File: config.mk
export PLATFORM = sky130hd
export DESIGN_NAME = i2c_byte_sequencer_flat
export DESIGN_NICKNAME = d
export VERILOG_FILES = /design/src/rtl/i2c_byte_sequencer_if.sv /design/src/rtl/i2c_byte_sequencer.sv /design/src/flat_wrapper.sv
export SDC_FILE = /design/constraint.sdc
export NUM_CORES = 1
export LEC_CHECK = 0
export BUFFER_PORTS_ARGS = -buffer_cell sky130_fd_sc_hd__clkbuf_2
export CAP_MARGIN = 0
export CELL_PAD_IN_SITES_DETAIL_PLACEMENT = 0
export CELL_PAD_IN_SITES_GLOBAL_PLACEMENT = 1
export CORE_MARGIN = 4
export CORE_UTILIZATION = 42
export DETAILED_ROUTE_END_ITERATION = 8
export PLACE_DENSITY_LB_ADDON = 0.1
export SYNTH_ARGS = -nofsm -noshare
export SYNTH_HDL_FRONTEND = slang
export SYNTH_SLANG_ARGS = --single-unit
File: constraint.sdc
create_clock -name wb_clk_i -period 2.6 [get_ports wb_clk_i]
set_input_delay 0.13 -clock wb_clk_i [delete_from_list [all_inputs] [get_ports wb_clk_i]]
set_output_delay 0.13 -clock wb_clk_i [all_outputs]
set_load 0.005 [all_outputs]
File: src/rtl/i2c_byte_sequencer_if.sv
// i2c_byte_sequencer_if
//   Groups the signals around the I2C byte sequencer.
//   Host side (control/status registers):
//     ena, start, stop, read, write, ack_in, din  -> into the sequencer
//     cmd_ack, ack_out, dout, busy                <- from the sequencer
//   Bit-controller side (SCL/SDA engine):
//     bit_cmd, bit_din                            -> to the bit controller
//     bit_cmd_ack, bit_dout, al                   <- from the bit controller
//   modport master : the byte sequencer itself
//   modport slave  : everything around it (registers + bit controller)
interface i2c_byte_sequencer_if #(
  parameter int CMD_W = 4
);
  logic             ena;
  logic             start;
  logic             stop;
  logic             read;
  logic             write;
  logic             ack_in;
  logic [7:0]       din;
  logic             cmd_ack;
  logic             ack_out;
  logic [7:0]       dout;
  logic             busy;
  logic [CMD_W-1:0] bit_cmd;
  logic             bit_din;
  logic             bit_cmd_ack;
  logic             bit_dout;
  logic             al;

  modport master (
    input  ena, start, stop, read, write, ack_in, din,
    input  bit_cmd_ack, bit_dout, al,
    output cmd_ack, ack_out, dout, busy, bit_cmd, bit_din
  );

  modport slave (
    output ena, start, stop, read, write, ack_in, din,
    output bit_cmd_ack, bit_dout, al,
    input  cmd_ack, ack_out, dout, busy, bit_cmd, bit_din
  );
endinterface

File: src/rtl/i2c_byte_sequencer.sv
// i2c_byte_sequencer
//   Turns one register-level I2C command (START/WRITE/READ/STOP plus ACK
//   choice) into an ordered series of one-hot bit commands, shifts the data
//   byte out (write) or in (read), and reports the result with a one-cycle
//   cmd_ack pulse.
//   Ports:
//     wb_clk_i : system clock, rising edge
//     arst_i   : asynchronous active-low reset
//     bus      : i2c_byte_sequencer_if.master (host command/status and
//                bit-controller handshake signals)
//   Bit-command encoding: NOP=0000 START=0001 STOP=0010 WRITE=0100 READ=1000.
module i2c_byte_sequencer #(
  parameter int CMD_W = 4
) (
  input  logic                 wb_clk_i,
  input  logic                 arst_i,
  i2c_byte_sequencer_if.master bus
);

  localparam logic [CMD_W-1:0] BC_NOP   = CMD_W'(4'b0000);
  localparam logic [CMD_W-1:0] BC_START = CMD_W'(4'b0001);
  localparam logic [CMD_W-1:0] BC_STOP  = CMD_W'(4'b0010);
  localparam logic [CMD_W-1:0] BC_WRITE = CMD_W'(4'b0100);
  localparam logic [CMD_W-1:0] BC_READ  = CMD_W'(4'b1000);

  typedef enum logic [2:0] {
    ST_IDLE, ST_START, ST_WRITE, ST_READ, ST_ACK, ST_STOP
  } state_t;

  state_t           state_q,   state_d;
  logic [CMD_W-1:0] bit_cmd_q, bit_cmd_d;
  logic             bit_din_q, bit_din_d;
  logic             cmd_ack_q, cmd_ack_d;
  logic             ack_out_q, ack_out_d;
  logic [7:0]       sr_q,      sr_d;
  logic [2:0]       cnt_q,     cnt_d;

  logic go;
  logic abort;

  // A new command is taken only while the previous cmd_ack is low, so a host
  // still holding its command bits during the pulse cannot re-trigger.
  assign go    = bus.ena & (bus.start | bus.stop | bus.read | bus.write) & ~cmd_ack_q;
  assign abort = bus.al | (~bus.ena & (state_q != ST_IDLE));

  always_comb begin
    // NOTE: every signal gets its hold/default value first, so no branch
    // below can leave one unassigned and infer a latch.
    state_d   = state_q;
    bit_cmd_d = bit_cmd_q;
    bit_din_d = bit_din_q;
    cmd_ack_d = 1'b0;
    ack_out_d = ack_out_q;
    sr_d      = sr_q;
    cnt_d     = cnt_q;

    if (abort) begin
      // Silent abort: no cmd_ack, data and ACK status kept for inspection.
      state_d   = ST_IDLE;
      bit_cmd_d = BC_NOP;
      cnt_d     = 3'd0;
    end else begin
      unique case (state_q)
        ST_IDLE: begin
          if (go) begin
            sr_d  = bus.din;
            cnt_d = 3'd7;
            if (bus.start) begin
              state_d = ST_START;  bit_cmd_d = BC_START; bit_din_d = 1'b0;
            end else if (bus.read) begin
              state_d = ST_READ;   bit_cmd_d = BC_READ;  bit_din_d = 1'b1;
            end else if (bus.write) begin
              state_d = ST_WRITE;  bit_cmd_d = BC_WRITE; bit_din_d = bus.din[7];
            end else begin
              state_d = ST_STOP;   bit_cmd_d = BC_STOP;  bit_din_d = 1'b0;
            end
          end
        end
        ST_START: begin
          if (bus.bit_cmd_ack) begin
            if (bus.read) begin
              state_d = ST_READ;   bit_cmd_d = BC_READ;  bit_din_d = 1'b1;
            end else if (bus.write) begin
              state_d = ST_WRITE;  bit_cmd_d = BC_WRITE; bit_din_d = sr_q[7];
            end else if (bus.stop) begin
              state_d = ST_STOP;   bit_cmd_d = BC_STOP;  bit_din_d = 1'b0;
            end else begin
              state_d = ST_IDLE;   bit_cmd_d = BC_NOP;   cmd_ack_d = 1'b1;
            end
          end
        end
        ST_WRITE: begin
          if (bus.bit_cmd_ack) begin
            sr_d = {sr_q[6:0], 1'b0};
            if (cnt_q == 3'd0) begin
              // Release SDA and read the slave's ACK bit.
              state_d = ST_ACK;    bit_cmd_d = BC_READ;  bit_din_d = 1'b1;
            end else begin
              cnt_d     = cnt_q - 3'd1;
              bit_din_d = sr_q[6];  // MSB after this shift
            end
          end
        end
        ST_READ: begin
          if (bus.bit_cmd_ack) begin
            sr_d = {sr_q[6:0], bus.bit_dout};
            if (cnt_q == 3'd0) begin
              // Drive the host-chosen ACK/NACK back to the slave.
              state_d = ST_ACK;    bit_cmd_d = BC_WRITE; bit_din_d = bus.ack_in;
            end else begin
              cnt_d = cnt_q - 3'd1;
            end
          end
        end
        ST_ACK: begin
          if (bus.bit_cmd_ack) begin
            ack_out_d = bus.bit_dout;
            if (bus.stop) begin
              state_d = ST_STOP;   bit_cmd_d = BC_STOP;  bit_din_d = 1'b0;
            end else begin
              state_d = ST_IDLE;   bit_cmd_d = BC_NOP;   cmd_ack_d = 1'b1;
            end
          end
        end
        ST_STOP: begin
          if (bus.bit_cmd_ack) begin
            state_d = ST_IDLE;     bit_cmd_d = BC_NOP;   cmd_ack_d = 1'b1;
          end
        end
        default: begin
          state_d   = ST_IDLE;
          bit_cmd_d = BC_NOP;
        end
      endcase
    end
  end

  // NOTE: non-blocking assignments, so every flop samples pre-edge values
  // regardless of statement order.
  always_ff @(posedge wb_clk_i or negedge arst_i) begin
    if (!arst_i) begin
      state_q   <= ST_IDLE;
      bit_cmd_q <= BC_NOP;
      bit_din_q <= 1'b0;
      cmd_ack_q <= 1'b0;
      ack_out_q <= 1'b0;
      sr_q      <= 8'h00;
      cnt_q     <= 3'd0;
    end else begin
      state_q   <= state_d;
      bit_cmd_q <= bit_cmd_d;
      bit_din_q <= bit_din_d;
      cmd_ack_q <= cmd_ack_d;
      ack_out_q <= ack_out_d;
      sr_q      <= sr_d;
      cnt_q     <= cnt_d;
    end
  end

  assign bus.cmd_ack = cmd_ack_q;
  assign bus.ack_out = ack_out_q;
  assign bus.dout    = sr_q;
  assign bus.busy    = (state_q != ST_IDLE);
  assign bus.bit_cmd = bit_cmd_q;
  assign bus.bit_din = bit_din_q;

endmodule

File: src/flat_wrapper.sv
// flat-port wrapper written by rule: the top's interface ports become plain ports
module i2c_byte_sequencer_flat 
#(
  parameter int CMD_W = 4
)
  (wb_clk_i, arst_i, bus_ena, bus_start, bus_stop, bus_read, bus_write, bus_ack_in, bus_din, bus_bit_cmd_ack, bus_bit_dout, bus_al, bus_cmd_ack, bus_ack_out, bus_dout, bus_busy, bus_bit_cmd, bus_bit_din);
  i2c_byte_sequencer_if #(.CMD_W(CMD_W)) bus_i ();
  input  logic wb_clk_i;
  input  logic arst_i;
  input wire logic [$bits(bus_i.ena)-1:0] bus_ena;
  input wire logic [$bits(bus_i.start)-1:0] bus_start;
  input wire logic [$bits(bus_i.stop)-1:0] bus_stop;
  input wire logic [$bits(bus_i.read)-1:0] bus_read;
  input wire logic [$bits(bus_i.write)-1:0] bus_write;
  input wire logic [$bits(bus_i.ack_in)-1:0] bus_ack_in;
  input wire logic [$bits(bus_i.din)-1:0] bus_din;
  input wire logic [$bits(bus_i.bit_cmd_ack)-1:0] bus_bit_cmd_ack;
  input wire logic [$bits(bus_i.bit_dout)-1:0] bus_bit_dout;
  input wire logic [$bits(bus_i.al)-1:0] bus_al;
  output wire logic [$bits(bus_i.cmd_ack)-1:0] bus_cmd_ack;
  output wire logic [$bits(bus_i.ack_out)-1:0] bus_ack_out;
  output wire logic [$bits(bus_i.dout)-1:0] bus_dout;
  output wire logic [$bits(bus_i.busy)-1:0] bus_busy;
  output wire logic [$bits(bus_i.bit_cmd)-1:0] bus_bit_cmd;
  output wire logic [$bits(bus_i.bit_din)-1:0] bus_bit_din;
  assign bus_i.ena = bus_ena;
  assign bus_i.start = bus_start;
  assign bus_i.stop = bus_stop;
  assign bus_i.read = bus_read;
  assign bus_i.write = bus_write;
  assign bus_i.ack_in = bus_ack_in;
  assign bus_i.din = bus_din;
  assign bus_i.bit_cmd_ack = bus_bit_cmd_ack;
  assign bus_i.bit_dout = bus_bit_dout;
  assign bus_i.al = bus_al;
  assign bus_cmd_ack = bus_i.cmd_ack;
  assign bus_ack_out = bus_i.ack_out;
  assign bus_dout = bus_i.dout;
  assign bus_busy = bus_i.busy;
  assign bus_bit_cmd = bus_i.bit_cmd;
  assign bus_bit_din = bus_i.bit_din;
  i2c_byte_sequencer #(.CMD_W(CMD_W)) u_core (.wb_clk_i(wb_clk_i), .arst_i(arst_i), .bus(bus_i));
endmodule
==> metrics.yaml, run 1 <==
cts_sinks: 21
rows: 20
clk_latency_ns: 0.31
worstPathRequired_ns: 2.79
final_util_pct: 51.6
grt_most_used_layer: "met2"
clock-root-buffer: "clkbuf_4"
n_fill_cell: 322
cts.path.max_buffers: 2
drive_gt1_share_pct: 27.3
postSynthAreaPerCell_um2: 8.81
tightest_slew_ns: 0.555
cts_made_buffers: 3
synth_cell_types: 46
vias: 1266
path_clk_slew_ns: 0.13
ir_drop_uv: 355
port_buffers: 34
drt-pass1-iter-count: 5
finClkSkew_ns: 0.0114
min_path_type: "input pin to register"
start_util_pct: 44.6
synth-xor-area-share_pct: 0
layout.nets: 209
fmax_mhz: 495
rsz0062_at_grt: "no"
grt.met1_usage_pct: 22.7
synth_seq_cells: 21
fp.dieH_um: 65.4
yosys.area.top_type_share_pct: 38.0
yosys.area_share.simple_pct: 18.2
cts_htree_levels: 1
hold_viol: 0
overflow: 0
crit_path_end_kind: "register"
diodes: 0
yosys-top-cells-area: "dfrtp_1 (38%), mux2i_1 (5.8%), o21ai_0 (5.1%)"
die_w_um: 65.4
syn_to_final_growth_pct: 15.6
outcome: "completed"
cap_violations: 0
synth_nets: 178
path_cells: "nor3_2 > o21ai_1 > or3_1 > nand2_1 > o21ai_0"
routed_wl_um: 3350
yosysWarnings: 0
slowest_delay_ns: 0.59
muxShareOfSynthArea_pct: 11.5
syn_area_um2: 1380
synth_compound_area_share_pct: 22.7
regArea_um2: 526
synthFlopType: "dfrtp_1"
core_um2: 3100
min_period_ns: 2.02
globalRouteMet3Util_pct: 3.76
synth_top_family_by_area: "compound AO/OA/AOI/OAI gates"
path_max_fanout: 16
placed_area_um2: 1560
critPathKind: "register to register"
setup_violations: 0
critPathLaunchType: "register"
grt_start_max_net_pins: 22
fin_crit_sh_pct: 77.7
grt_pass1_vias: 1241
cts_tree: "done"
synthAdderAreaFrac_pct: 1.81
cp.arrival_ns: 2.21
drtIter0Drc: 141
global_route.usage.met2_pct: 27.2
stdcell_area_um2: 1600
slew_headroom_pct: 63.0
multi_input_area_um2: 749
yosysSeqAreaShare_pct: 38.0
grt_pass1_wl_um: 5730
powerDensity_nw_per_um2: 942
async_flop_share_pct: 100
wl_per_cell_um: 14.5
via_per_inst: 5.48
grtUsageTotal_pct: 17.1
drc: 0
synth_cells: 157
drv_slew: 0
yosysTopAreaCell: "dfrtp_1"
p_leak_nw: 0.809
postRouteAntennaNets: 0
dp_hpwl_um: 2490
ctsResizeCount: 0
antenna_found_initial: 0
ios: 35
critPathSlowestCell: "or3_1"
synth-edff-count: 0
fin_setup_tns_ns: 0
gp_congestion: 0.879
die_area_um2: 4280
-- synthesized netlist by cell type (2+ instances only) --
master / n
nor4_1: 5
o211ai_1: 2
dfrtp_1: 21
and3_1: 2
mux2_2: 5
nand2_1: 17
ha_1: 2
nand3_1: 2
buf_2: 3
buf_6: 2
nor2_1: 6
a21oi_1: 13
nor2b_1: 4
mux2_1: 2
clkbuf_1: 5
inv_1: 12
mux2i_1: 8
o21ai_1: 5
o21ai_0: 14
-- cell usage in the layout, fill, tap and decap left out, types with 2 or more instances in the layout --
master,instances
nor4_1,5
buf_4,2
mux2i_1,8
nor2b_1,4
clkbuf_4,3
mux2_2,5
a21oi_1,13
ha_1,2
o21ai_1,5
mux2_1,2
inv_1,12
and3_1,2
o21ai_0,14
nor2_1,6
clkbuf_2,34
nand3_1,2
dfrtp_1,21
o211ai_1,2
nand2_1,17
-- state kept, by name (all words and copies together), names as in the netlist --
name	flops
u_core.state_q	3
u_core.bus.bit_din	1
u_core.bus.cmd_ack	1
u_core.bus.dout	8
u_core.bus.ack_out	1
u_core.bus.bit_cmd	4
u_core.cnt_q	3
-- layer usage --
metal,part of all wire [%],vias up
met5,0,-
met4,1.1,0
met3,7.2,4
met2,45,43
met1,46,595
li1,-,624
-- kinds of logic (layout without fill, tap and decap cells) --
family / Yosys count / count (layout)
AO/OA/AOI/OAI: 50 / 50
adder cells (fa/ha/maj): 2 / 2
buffers and inverters: 23 / 53
flip-flops: 21 / 21
multiplexers: 15 / 15
AND/OR/NAND/NOR: 46 / 46
-- worst max-delay path, delay by kind of cell, from the launching register on --
kind / cells / cell delay [ns]
and+or+nand+nor: 3 / 1.06
AOI/OAI and AO/OA: 2 / 0.26
DFF: 1 / 0.57
-- area by class of cell --
type	instances	share of cell area, %
inverters	12	2.81
repair buffers	37	12.2
clock inverters	1	0.469
multi-input cells	113	46.8
clock buffers	3	1.41
well taps	44	3.44
flip-flops and latches	21	32.8
-- where the power goes --
group	internal, W	leakage, nW	switching [W]
Clock	0.0000587	0.0139	0.000108
Sequential	0.000450	0.272	0.000141
Combinational	0.000333	0.523	0.000417
Total	0.000842	0.809	0.000666
-- path summary, 6_finish.rpt --
kind                                                         from                                end  slack (ns)  cells after the start
worst max-delay path                u_core.state_q[1]$_DFFE_PN0P_     u_core.bus.dout[5]$_DFFE_PN0P_        0.58                      5
worst min-delay path                                 bus_bit_dout     u_core.bus.ack_out$_DFFE_PN0P_        0.07                      2
worst max register to register      u_core.state_q[1]$_DFFE_PN0P_     u_core.bus.dout[5]$_DFFE_PN0P_        0.58                      5
worst min register to register  u_core.bus.bit_cmd[1]$_DFFE_PN0P_  u_core.bus.bit_cmd[1]$_DFFE_PN0P_        0.51                      1
max in group asynchronous                                  arst_i        u_core.cnt_q[0]$_DFFE_PN0P_        1.91                      2
min in group asynchronous                                  arst_i  u_core.bus.bit_cmd[1]$_DFFE_PN0P_        0.31                      2
-- metrics by stage --
step                hold WS, ns  cells  power, W  setup WS, ns
finish                   0.0687    231   0.00151         0.581
global route             0.0645    231   0.00166         0.423
CTS                      0.0584    231   0.00152         0.594
detailed placement        0.150    226   0.00135         0.601
global placement          0.133    226   0.00133         0.640
floorplan                -0.166    157   0.00111         0.902
-- timing repair --
action | CTS | global route
endpoints found under the setup margin | 0 | 0
hold buffers | 1 | 0
setup buffers | 0 | 0
endpoints found under the hold margin | 21 | 0
(Power assumes the default switching activity.)
==> inputs of run 2 (changes only) <==
Settings changed: CORE_UTILIZATION 42 to 35.
Clock period 2.6 ns to 1.8 ns, I/O delays scaled along.
==> run 2 against run 1 <==
Via count is 5.5% higher. Worst hold slack lost 0.00085 ns. Register-to-register slack worse by 0.52 ns. Global-route usage shrank 2.6 points. Clock power grew 95%. Clock skew decreased by 0.0099 ns. Cell area is 11% higher. Combinational power is 91% higher. Utilization is 4.0 points lower. Sequential share of layout area is 3.1 points lower. Critical endpoint is now u_core.cnt_q[0]$_DFFE_PN0P_.
==> metrics.yaml, run 2 (synthesis results as in run 1) <==
outcome: "completed"
min_period_ns: 1.73  # -0.284 ns
critPathSlowestCell: "dfrtp_1"
ios: 35  # unchanged
crit-reg2reg-launch: "u_core.cnt_q[0]$_DFFE_PN0P_"
fmax_mhz: 576  # +16%
layout.nets: 226  # +8.1%
die_area_um2: 5020  # +17%
slew_headroom_pct: 63.1  # +0.11 points
critPathLaunchType: "register"
swShare_pct: 41.0  # -3.2 points
r2r_cells: 8  # +3
grt_pass1_vias: 1269  # +2.3%
clkPwrFrac_pct: 12.6  # +1.5 points
ir_drop_uv: 499  # +41%
via_per_inst: 5.30  # -3.3%
gp_congestion: 0.844  # -4.0%
core_um2: 3740  # +21%
n_fill_cell: 393  # +22%
slowest_delay_ns: 0.33  # -0.26 ns
setup_violations: 0  # unchanged
cts_htree_levels: 1  # unchanged
min_from: "bus_bit_dout"
pwr-share-seq_pct: 31.9  # -7.3 points
p_int_w: 0.00152  # +81%
path_cells: "inv_1 > ha_1 > nor2b_1 > buf_4 > o311a_1 > o21ai_2 > o211ai_1 > o21ai_0"
grt_start_max_net_pins: 22  # unchanged
routed_wl_um: 3660  # +9.2%
min_path_type: "input pin to register"
antenna_found_initial: 0  # unchanged
whs_ns: 0.0679  # -0.000846 ns
fin_crit_sh_pct: 96.4  # +19 points
syn_to_final_growth_pct: 28.7
port_buffers: 34  # unchanged
drive_gt1_share_pct: 36.8  # +9.5 points
overflow: 0  # unchanged
hold_viol: 0  # unchanged
start_util_pct: 37.0  # -7.6 points
crit_path_end_kind: "register"
critPathKind: "register to register"
die_w_um: 70.9  # +8.4%
largest_register_ffs: 8  # unchanged
tightest_slew_ns: 0.553  # -0.00171 ns
multi_input_area_um2: 774  # +3.3%
wl_per_cell_um: 14.5  # +0.13%
r2r_setup_slack_ns: 0.07  # -0.52 ns
cts_tree: "done"
finClkSkew_ns: 0.00157  # -0.00987 ns
vias: 1336  # +5.5%
path_clk_slew_ns: 0.08  # -0.05 ns
drv_slew: 0  # unchanged
hold_path_depth: 2  # unchanged
placedCellCount: 241  # +6.6%
dp_hpwl_um: 2760  # +11%
cts_made_buffers: 3  # unchanged
crit_start: "u_core.cnt_q[0]$_DFFE_PN0P_"
drt-pass1-iter-count: 4  # -1
rsz0062_at_grt: "no"
cts.path.max_buffers: 2  # unchanged
worstPathRequired_ns: 1.98  # -0.81 ns
postRouteAntennaNets: 0  # unchanged
rows: 22  # +10%
comb_power_share_pct: 55.5  # +5.7 points
p_leak_nw: 0.899  # +11%
grt_pass1_wl_um: 5930  # +3.5%
r2r-end: "u_core.cnt_q[0]$_DFFE_PN0P_"
drtIter0Drc: 83  # -41%
cts_sinks: 21  # unchanged
clk_latency_ns: 0.27  # -0.04 ns
drc: 0  # unchanged
final-instance-count-excl-fill: 252  # +9.1%
cp.arrival_ns: 1.92  # -0.29 ns
switching_power_w: 0.00106  # +59%
clock-root-buffer: "clkbuf_8"
layout_commonest_cell: "clkbuf_2"
path_max_fanout: 6  # -10
regArea_um2: 529  # +0.71%
cap_violations: 0  # unchanged
min_to: "u_core.bus.ack_out$_DFFE_PN0P_"
grtUsageTotal_pct: 14.5  # -2.6 points
diodes: 0  # unchanged
powerDensity_nw_per_um2: 1450  # +54%
fp.dieH_um: 70.9  # +8.4%
layout_common_cells: "clkbuf_2 (34), buf_4 (19), dfrtp_1 (18)"
## run 2: power groups by stage
stage	logic [W]	clock network, W	registers [W]
CTS	0.00130	0.000337	0.000816
detailed placement	0.00128	0	0.000820
finish	0.00143	0.000325	0.000822
global placement	0.00127	0	0.000817
global route	0.00158	0.000350	0.000840
floorplan	0.000832	0	0.000771
## run 2: how the worst max path moves through the flow
stage                                                 to  slack (ns)
after floorplan           u_core.bus.dout[1]$_DFFE_PN0P_        0.10
after CTS                  u_core.state_q[2]$_DFFE_PN0P_       0.008
final                        u_core.cnt_q[0]$_DFFE_PN0P_        0.07
after detailed placement  u_core.bus.dout[3]$_DFFE_PN0P_       -0.02
after global placement     u_core.state_q[2]$_DFFE_PN0P_        0.03
after global routing         u_core.cnt_q[0]$_DFFE_PN0P_      0.0001
## run 2: worst max-delay path: cells and delay by family (launching register included)
kind                     cells  cell delay (ns)
AND/OR/NAND/NOR              1             0.14
AO/OA/AOI/OAI                4             0.78
buffers and inverters        2             0.21
adder cells (fa/ha/maj)      1             0.20
flip-flops                   1             0.33
## run 2: metal layers
metal,global-route usage (%),vias to the layer above,share of wire [%]
met2,24.3,46,47
met5,0,-,0
met4,4.18,0,0.68
li1,-,658,-
met3,3.13,2,6.6
met1,18.7,630,46
## run 2: area by class of cell
cell class	instances	area share, %
inverters	12	2.53
well taps	48	3.37
repair buffers	54	18.1
flip-flops and latches	21	29.7
clock inverters	1	0.422
clock buffers	3	2.32
multi-input cells	113	43.5
## run 2: repair_timing
| item | CTS | global route |
|---|---|---|
| pin swaps | 0 | 2 |
| endpoints found under the hold margin | 21 | 0 |
| resized for setup | 2 | 7 |
| cloned | 0 | 0 |
| buffers inserted | 0 | 6 |
| endpoints found under the setup margin | 7 | 8 |
| hold buffers | 1 | 0 |
## run 2: stage by stage
| stage | area (um^2) | TNS [ns] | total power (W) | utilization (%) | setup WS, ns |
|---|---|---|---|---|---|
| after floorplan | 1380 | 0 | 0.00160 | - | 0.102 |
| after global placement | 1650 | 0 | 0.00208 | 44.0 | 0.0342 |
| after detailed placement | 1650 | -0.0328 | 0.00210 | 44.0 | -0.0160 |
| after CTS | 1720 | 0 | 0.00246 | 45.8 | 0.00760 |
| after global routing | 1780 | 0 | 0.00277 | 47.6 | 0.000117 |
| final | 1780 | 0 | 0.00258 | 47.6 | 0.0652 |
==> inputs of run 3 (changes only) <==
Settings changed: CORE_UTILIZATION 35 to 42.
Clock period 1.8 ns to 2.09 ns, I/O delays scaled along.
==> run 3 against run 2 <==
Cell count down 6.7%. Utilization up 5.1 points. Cell area down 8.3%. Register-to-register slack better by 0.13 ns. Combinational power down 29%. Via count down 1.4%. Clock skew up 0.0019 ns. Maximum frequency down 8.3%. Total power down 25%. Sequential share of layout area up 2.5 points. Critical path depth down 1. Worst hold slack worse by 0.019 ns. Largest power group unchanged.
==> metrics.yaml, run 3 (synthesis results as in run 1) <==
outcome: "completed"
antenna_found_initial: 0  # unchanged
slew_headroom_pct: 61.9  # -1.2 points
rows: 20  # -9.1%
layout.nets: 213  # -5.8%
cap_violations: 0  # unchanged
gp_congestion: 0.871  # +3.2%
min_from: "bus_bit_dout"
grt_pass1_vias: 1359  # +7.1%
layout_commonest_cell: "clkbuf_2"
syn_to_final_growth_pct: 18.0
finClkSkew_ns: 0.00350  # +0.00194 ns
min_period_ns: 1.89  # +0.156 ns
routed_wl_um: 3650  # -0.11%
port_buffers: 34  # unchanged
wl_per_cell_um: 15.5  # +7.1%
clock-root-buffer: "clkbuf_4"
path_max_fanout: 7  # +1
start_util_pct: 44.6  # +7.6 points
cp.arrival_ns: 2.09  # +0.17 ns
n_fill_cell: 310  # -21%
dp_hpwl_um: 2770  # +0.34%
min_path_type: "input pin to register"
fin_setup_tns_ns: 0  # unchanged
critPathLaunchType: "register"
critPathSlowestCell: "dfrtp_1"
tightest_slew_ns: 0.572  # +0.0187 ns
clk_latency_ns: 0.30  # +0.03 ns
r2r-end: "u_core.bus.bit_cmd[1]$_DFFE_PN0P_"
hold_path_depth: 2  # unchanged
stdcell_area_um2: 1630  # -8.3%
rsz0062_at_grt: "no"
cts.path.max_buffers: 2  # unchanged
die_w_um: 65.4  # -7.7%
vias: 1317  # -1.4%
layout_common_cells: "clkbuf_2 (34), dfrtp_1 (21), nand2_1 (17)"
drv_slew: 0  # unchanged
cts_tree: "done"
cts_setup_buffers: 0  # unchanged
drc: 0  # unchanged
largest_register_ffs: 8  # unchanged
fp.dieH_um: 65.4  # -7.7%
placed_area_um2: 1590  # -3.5%
critPathKind: "register to register"
grt_start_max_net_pins: 22  # unchanged
cts_htree_levels: 1  # unchanged
powerDensity_nw_per_um2: 1190  # -18%
drt-pass1-iter-count: 4  # unchanged
hold_viol: 0  # unchanged
fin_crit_sh_pct: 90.5  # -5.9 points
path_cells: "inv_1 > ha_1 > nor2b_1 > nand2_1 > a31oi_2 > nor2_8 > mux2_1"
min_to: "u_core.bus.ack_out$_DFFE_PN0P_"
slowest_delay_ns: 0.38  # +0.05 ns
crit_path_end_kind: "register"
core_um2: 3100  # -17%
setup_violations: 0  # unchanged
diodes: 0  # unchanged
cts_sinks: 21  # unchanged
via_per_inst: 5.60  # +5.7%
grtUsageTotal_pct: 18.7  # +4.3 points
r2r_cells: 7  # -1
ir_drop_uv: 511  # +2.3%
ios: 35  # unchanged
cts_made_buffers: 3  # unchanged
fmax_mhz: 529  # -8.3%
postRouteAntennaNets: 0  # unchanged
drtIter0Drc: 149  # +80%
die_area_um2: 4280  # -15%
worstPathRequired_ns: 2.28  # +0.30 ns
drive_gt1_share_pct: 29.3  # -7.4 points
grt_pass1_wl_um: 6290  # +6.2%
crit-reg2reg-launch: "u_core.cnt_q[0]$_DFFE_PN0P_"
p_leak_nw: 0.833  # -7.3%
overflow: 0  # unchanged
path_clk_slew_ns: 0.13  # +0.05 ns
r2r_setup_slack_ns: 0.20  # +0.13 ns
==> run 3: worst max-delay path by stage <==
stage / start / to / slack [ns] / cells past startpoint
4_1_cts: u_core.state_q[1]$_DFFE_PN0P_ / u_core.bus.dout[5]$_DFFE_PN0P_ / 0.20 / 5
5_1_grt: u_core.state_q[1]$_DFFE_PN0P_ / u_core.cnt_q[0]$_DFFE_PN0P_ / 0.02 / 6
3_3_place_gp: u_core.state_q[1]$_DFFE_PN0P_ / u_core.bus.dout[3]$_DFFE_PN0P_ / 0.26 / 5
2_1_floorplan: u_core.state_q[2]$_DFFE_PN0P_ / u_core.bus.dout[1]$_DFFE_PN0P_ / 0.39 / 8
6_report: u_core.cnt_q[0]$_DFFE_PN0P_ / u_core.bus.bit_cmd[1]$_DFFE_PN0P_ / 0.20 / 7
3_5_place_dp: u_core.state_q[1]$_DFFE_PN0P_ / u_core.bus.dout[5]$_DFFE_PN0P_ / 0.23 / 5
==> run 3: power by group <==
group / leakage [nW] / switching (W) / internal, W
logic: 0.544 / 0.000565 / 0.000454
clock network: 0.0177 / 0.000129 / 0.0000713
registers: 0.272 / 0.000164 / 0.000560
total: 0.833 / 0.000858 / 0.00109
==> run 3: through the flow <==
step / hold slack [ns] / cells / total power (W) / utilization, % / worst slack (ns)
after floorplan: -0.191 / 157 / 0.00138 / - / 0.392
after global placement: 0.119 / 230 / 0.00171 / 51.2 / 0.255
after detailed placement: 0.125 / 230 / 0.00173 / 51.2 / 0.231
after CTS: 0.0508 / 235 / 0.00194 / 52.5 / 0.204
after global routing: 0.0445 / 235 / 0.00213 / 52.6 / 0.0198
final: 0.0490 / 235 / 0.00194 / 52.6 / 0.199
==> run 3: layer usage <==
layer | part of all wire (%) | routed length (um) | vias to the layer above | GRT usage [%]
li1 | - | - | 633 | -
met5 | 0 | 0 | - | 0
met3 | 10 | 371 | 10 | 3.59
met4 | 1.8 | 65 | 0 | 5.70
met2 | 45 | 1660 | 73 | 31.2
met1 | 43 | 1550 | 601 | 24.5
==> run 3: layout make-up <==
type                    instances  area [um^2]  area share [%]
flip-flops and latches         21          526            32.2
clock inverters                 1         5.00           0.307
well taps                      44         55.1            3.37
multi-input cells             113          754            46.2
clock buffers                   3         22.5            1.38
repair buffers                 41          225            13.8
inverters                      12         45.0            2.76
==> run 3: what timing repair did <==
action                                  4_1_cts  5_1_grt
endpoints found under the setup margin        0        1
hold endpoints to repair                     21        0
gates resized for setup                       0        1
hold buffers                                  1        0
==> run 3: worst max-delay path: cells and delay by family, from the launching register on <==
family / cells / cell delay (ns)
DFF: 1 / 0.38
muxes: 1 / 0.32
and+or+nand+nor: 3 / 0.48
buffers and inverters: 1 / 0.12
adders and majority gates: 1 / 0.16
AOI/OAI and AO/OA: 1 / 0.33
